==> config.mk <==
export PLATFORM = sky130hd
export DESIGN_NAME = upsample_stuff
export DESIGN_NICKNAME = d
export VERILOG_FILES = /design/src/rtl/upsample_stuff.sv
export SDC_FILE = /design/constraint.sdc
export NUM_CORES = 1
export LEC_CHECK = 0
export ABC_AREA = 1
export CAP_MARGIN = 20
export CORE_UTILIZATION = 45
export DETAILED_ROUTE_END_ITERATION = 10
export PLACE_DENSITY = 0.84
export SYNTH_ARGS = -nofsm -noshare
export SYNTH_HDL_FRONTEND = slang
export SYNTH_SLANG_ARGS = --single-unit
==> constraint.sdc <==
create_clock -name clk -period 1.4 [get_ports clk]
set_input_delay 0.35 -clock clk [delete_from_list [all_inputs] [get_ports clk]]
set_output_delay 0.35 -clock clk [all_outputs]
set_load 0.01 [all_outputs]
==> src/rtl/upsample_stuff.sv <==
// Zero-stuffing rate expander feeding interp_filt: buffers input-rate samples and
// emits one output-rate sample per en strobe. Build option: UPSAMPLE_HOLD_EN (zero-order hold).
module upsample_stuff #(
  parameter int DATA_WIDTH = 5,
  parameter int UP_FACTOR  = 4,
  parameter int FIFO_DEPTH = 2,
  localparam int PW = (UP_FACTOR > 1) ? $clog2(UP_FACTOR) : 1
) (
  input  logic                         clk,
  input  logic                         rst,
  input  logic                         en,
  input  logic signed [DATA_WIDTH-1:0] in_data,
  input  logic                         in_valid,
  output logic                         in_ready,
  output logic signed [DATA_WIDTH-1:0] out,
  output logic                         out_valid,
  output logic [PW-1:0]                out_phase,
  output logic                         underrun,
  output logic                         underrun_sticky,
  input  logic                         clr_status
);

  localparam int AW = (FIFO_DEPTH > 1) ? $clog2(FIFO_DEPTH) : 1;
  localparam int CW = $clog2(FIFO_DEPTH + 1);
  localparam logic [PW-1:0] PHASE_LAST = PW'(UP_FACTOR - 1);
  localparam logic [AW-1:0] PTR_LAST   = AW'(FIFO_DEPTH - 1);
  localparam logic [CW-1:0] COUNT_FULL = CW'(FIFO_DEPTH);

  logic signed [DATA_WIDTH-1:0] mem [FIFO_DEPTH];
  logic [AW-1:0]                rd_ptr_reg, rd_ptr_next;
  logic [AW-1:0]                wr_ptr_reg, wr_ptr_next;
  logic [CW-1:0]                count_reg, count_next;
  logic [PW-1:0]                phase_reg, phase_next;
  logic signed [DATA_WIDTH-1:0] out_reg, out_next;
  logic                         out_valid_reg, out_valid_next;
  logic [PW-1:0]                out_phase_reg, out_phase_next;
  logic                         underrun_reg, underrun_next;
  logic                         sticky_reg, sticky_next;

  logic fifo_empty;
  logic push;
  logic pop;

  // in_ready depends on the registered count only, so a same-edge pop never opens a slot.
  assign in_ready   = (count_reg != COUNT_FULL) && rst;
  assign fifo_empty = (count_reg == '0);
  assign push       = in_valid && in_ready;
  assign pop        = en && (phase_reg == '0) && !fifo_empty;

  always_ff @(posedge clk) begin
    if (push) begin
      mem[wr_ptr_reg] <= in_data;
    end
  end

  always_comb begin
    rd_ptr_next = rd_ptr_reg;
    wr_ptr_next = wr_ptr_reg;
    count_next  = count_reg;
    if (push) begin
      wr_ptr_next = (wr_ptr_reg == PTR_LAST) ? '0 : wr_ptr_reg + AW'(1);
    end
    if (pop) begin
      rd_ptr_next = (rd_ptr_reg == PTR_LAST) ? '0 : rd_ptr_reg + AW'(1);
    end
    case ({push, pop})
      2'b10:   count_next = count_reg + CW'(1);
      2'b01:   count_next = count_reg - CW'(1);
      default: count_next = count_reg;
    endcase
  end

  always_comb begin
    phase_next     = phase_reg;
    out_next       = out_reg;
    out_valid_next = out_valid_reg;
    out_phase_next = out_phase_reg;
    underrun_next  = 1'b0;
    if (en) begin
      phase_next     = (phase_reg == PHASE_LAST) ? '0 : phase_reg + PW'(1);
      out_valid_next = 1'b1;
      out_phase_next = phase_reg;
      if (phase_reg == '0) begin
        if (!fifo_empty) begin
          out_next = mem[rd_ptr_reg];
        end else begin
          out_next      = '0;
          underrun_next = 1'b1;
        end
      end else begin
`ifdef UPSAMPLE_HOLD_EN
        // out still carries this frame's phase-0 value (0 after an underrun).
        out_next = out_reg;
`else
        out_next = '0;
`endif
      end
    end
    // A new underrun outranks a simultaneous clear.
    sticky_next = sticky_reg;
    if (underrun_next) begin
      sticky_next = 1'b1;
    end else if (clr_status) begin
      sticky_next = 1'b0;
    end
  end

  always_ff @(posedge clk or negedge rst) begin
    if (!rst) begin
      rd_ptr_reg    <= '0;
      wr_ptr_reg    <= '0;
      count_reg     <= '0;
      phase_reg     <= '0;
      out_reg       <= '0;
      out_valid_reg <= 1'b0;
      out_phase_reg <= '0;
      underrun_reg  <= 1'b0;
      sticky_reg    <= 1'b0;
    end else begin
      rd_ptr_reg    <= rd_ptr_next;
      wr_ptr_reg    <= wr_ptr_next;
      count_reg     <= count_next;
      phase_reg     <= phase_next;
      out_reg       <= out_next;
      out_valid_reg <= out_valid_next;
      out_phase_reg <= out_phase_next;
      underrun_reg  <= underrun_next;
      sticky_reg    <= sticky_next;
    end
  end

  assign out             = out_reg;
  assign out_valid       = out_valid_reg;
  assign out_phase       = out_phase_reg;
  assign underrun        = underrun_reg;
  assign underrun_sticky = sticky_reg;

endmodule

==> impl_metrics.py <==
metrics = {
    "status": {
        "status": "finished, final reports clean",
    },
    "setup_path": {
        "cp_top_family": "flip-flops",
        "critPathLaunchType": "flop",
        "path_class": "flop to output pin",
        "cp_max_fo": 2,
        "cp_num_buf_inv": 2,
        "cp.required_ns": 1.05,
        "cp_slowest_cell": "dfrtp_1",
        "max_stage_delay_ns": 0.41,
        "crit_chain": "inv_2 > a21boi_2 > buf_2",
        "worst_setup_path_end_kind": "output pin",
        "cp.arrival_ns": 1.01,
    },
    "floorplanning": {
        "row_count": 17,
        "ioPinCount": 21,
        "chipWidth_um": 51.0,
        "start_util_pct": 48.4,
        "die_area_mm2": 0.00260,
        "core_area_mm2": 0.00223,
        "die_height_um": 51.0,
    },
    "placement": {
        "dp_hpwl_um": 1440,
        "place.port_buffers": 20,
        "gp_congestion": 0.774,
    },
    "sta": {
        "max-slew-margin-rel_pct": 51.1,
        "hold_viol": 0,
        "layout_min_cycle_time_ns": 1.36,
        "fmax_mhz": 735,
        "setup_tns_ns": 0,
        "skew_ns": 0.00486,
        "slew_violations": 0,
        "rsz0062_at_grt": "yes",
        "setup_violations": 0,
        "fin_crit_sh_pct": 97.1,
        "worstMarginPinSlew_ns": 0.730,
    },
    "synth": {
        "synth-main-ff-cell": "dfrtp_1",
        "synth_edf_count": 10,
        "yosysTopAreaCellShare_pct": 37.0,
        "synthArstFlopShare_pct": 61.5,
        "ys_seq_area_share_pct": 64.8,
        "yosys-top-cells-count": "nand2_1 (44), dfrtp_1 (16), edfxtp_1 (10)",
        "yosys-top-cells-area": "dfrtp_1 (37%), edfxtp_1 (28%), nand2_1 (15%), ha_1 (3.5%), inv_1 (2.8%)",
        "synth-warning-count": 0,
        "synthCells": 103,
        "avgSynthCellArea_um2": 10.5,
        "ys_types": 20,
        "syn_nets": 116,
        "synth_largest_area_cell": "dfrtp_1",
        "mappedNetlistArea_mm2": 0.00108,
        "yosys.cell_count.top_type": "nand2_1",
        "ys_ff_latch": 26,
    },
    "power": {
        "p_seq_share_pct": 43.8,
        "switching_share_pct": 35.4,
        "clkPwrFrac_pct": 12.4,
        "switchingPower_mw": 0.908,
        "ir_worst_vdd_mv": 1.17,
        "powerDensity_mw_per_mm2": 1690,
        "power.internal_mw": 1.66,
        "finalPower_mw": 2.57,
        "p_comb_share_pct": 43.9,
        "p_leak_nw": 0.750,
    },
    "global_route": {
        "grtUsageTotal_pct": 18.1,
        "grt_pass1_wl_um": 3240,
        "grt_pass1_vias": 752,
        "antenna_found_initial": 0,
        "grt_max_degree": 19,
        "overflow": 0,
    },
    "routing": {
        "drt_iter0_drc": 11,
        "wl_per_cell_um": 11.1,
        "final_antenna_net_count": 0,
        "firstDrtPassIters": 5,
        "via_count": 805,
        "drc": 0,
        "drt_wl_total_um": 1920,
        "viasPerCell": 4.68,
    },
    "cts": {
        "cts_sinks": 26,
        "h-tree-depth": 1,
        "insertion_delay_ns": 0.32,
        "clk_path_buf_depth": 2,
        "path_clk_slew_ns": 0.13,
        "cts_tree": "yes",
        "cts_buffers": 3,
        "root_buffer": "clkbuf_4",
    },
    "run": {
        "max_cap_violations": 0,
    },
    "layout": {
        "drive_above_1_share_pct": 23.6,
        "diodes": 0,
        "area_growth_pct": 40.2,
        "final_nets": 158,
        "largest_register_ffs": 10,
    },
    "hold_path": {
        "hp-class": "flop to flop",
    },
}
metal layers:
layer  global-route usage, %  vias to the layer above  routed length, um
met5                       0                        -                  0
met4                    13.9                        0                 64
met3                    3.57                        6                 62
met2                    31.1                       17               1010
met1                    19.3                      373                781
li1                        -                      409                  -
power groups by stage:
stage	logic, mW	registers, mW	clock network (mW)
3_5_place_dp	1.05	1.14	0
4_1_cts	0.998	1.12	0.325
3_3_place_gp	1.01	1.12	0
5_1_grt	1.26	1.15	0.354
6_report	1.12	1.12	0.318
2_1_floorplan	0.507	1.19	0
layout make-up:
cell class / instances / area, um2
Tap cell: 28 / 35.0
Sequential cell: 26 / 701
Timing Repair Buffer: 37 / 334
Clock buffer: 3 / 22.5
Clock inverter: 1 / 3.75
Fill cell: 178 / 718
Multi-Input combinational cell: 65 / 374
Inverter: 12 / 45.0
cell families after synthesis:
kind of cell,Yosys count,share of synthesized area [%]
AO/OA/AOI/OAI,6,3.36
XOR/XNOR,1,0.810
adder cells (fa/ha/maj),3,3.47
buffers and inverters,12,4.17
flip-flops,26,64.8
AND/OR/NAND/NOR,55,23.4
layout by cell type (no fill, tap or decap), types with 2 or more instances in the layout:
cell             count
buf_4               15
clkdlybuf4s50_1      8
nand4_1              2
clkdlybuf4s15_1      5
nand2_1             43
ha_4                 2
o21ai_1              2
clkbuf_4             3
inv_1                6
edfxtp_1            10
inv_2                6
dfrtp_1             16
nor2_1               3
dlygate4sd2_1        5
per-stage QoR:
stage                     hold WS, ns  utilization (%)  area (um2)  cells  setup slack (ns)
after global placement          0.447             63.3        1410    162            -0.477
after detailed placement        0.454             63.3        1410    162            -0.496
after global routing            0.528             67.8        1520    172           -0.0346
final                           0.486             67.8        1520    172            0.0400
after floorplan                0.0544                -        1100    103            0.0196
after CTS                       0.339             64.0        1430    166           -0.0792
final timing paths:
kind	start	endpoint	slack (ns)	depth (start not counted)
min in group asynchronous	rst	underrun_sticky	0.79	3
max in group asynchronous	rst	out[1]	0.15	3
worst min register to register	out_valid	out_valid	0.49	1
worst min-delay path	out_valid	out_valid	0.49	1
worst max-delay path	count_reg[0]	in_ready	0.04	3
worst max register to register	count_reg[0]	count_reg[1]	0.05	8
repair_timing:
action                     in CTS  in global routing
pin swaps                       0                  1
buffers inserted                0                  5
hold endpoints to repair        0                 16
gates resized for setup        16                 13
setup endpoints to repair      23                 18
hold buffers                    0                  1
No activity file was read; power rests on OpenSTA's default activity.
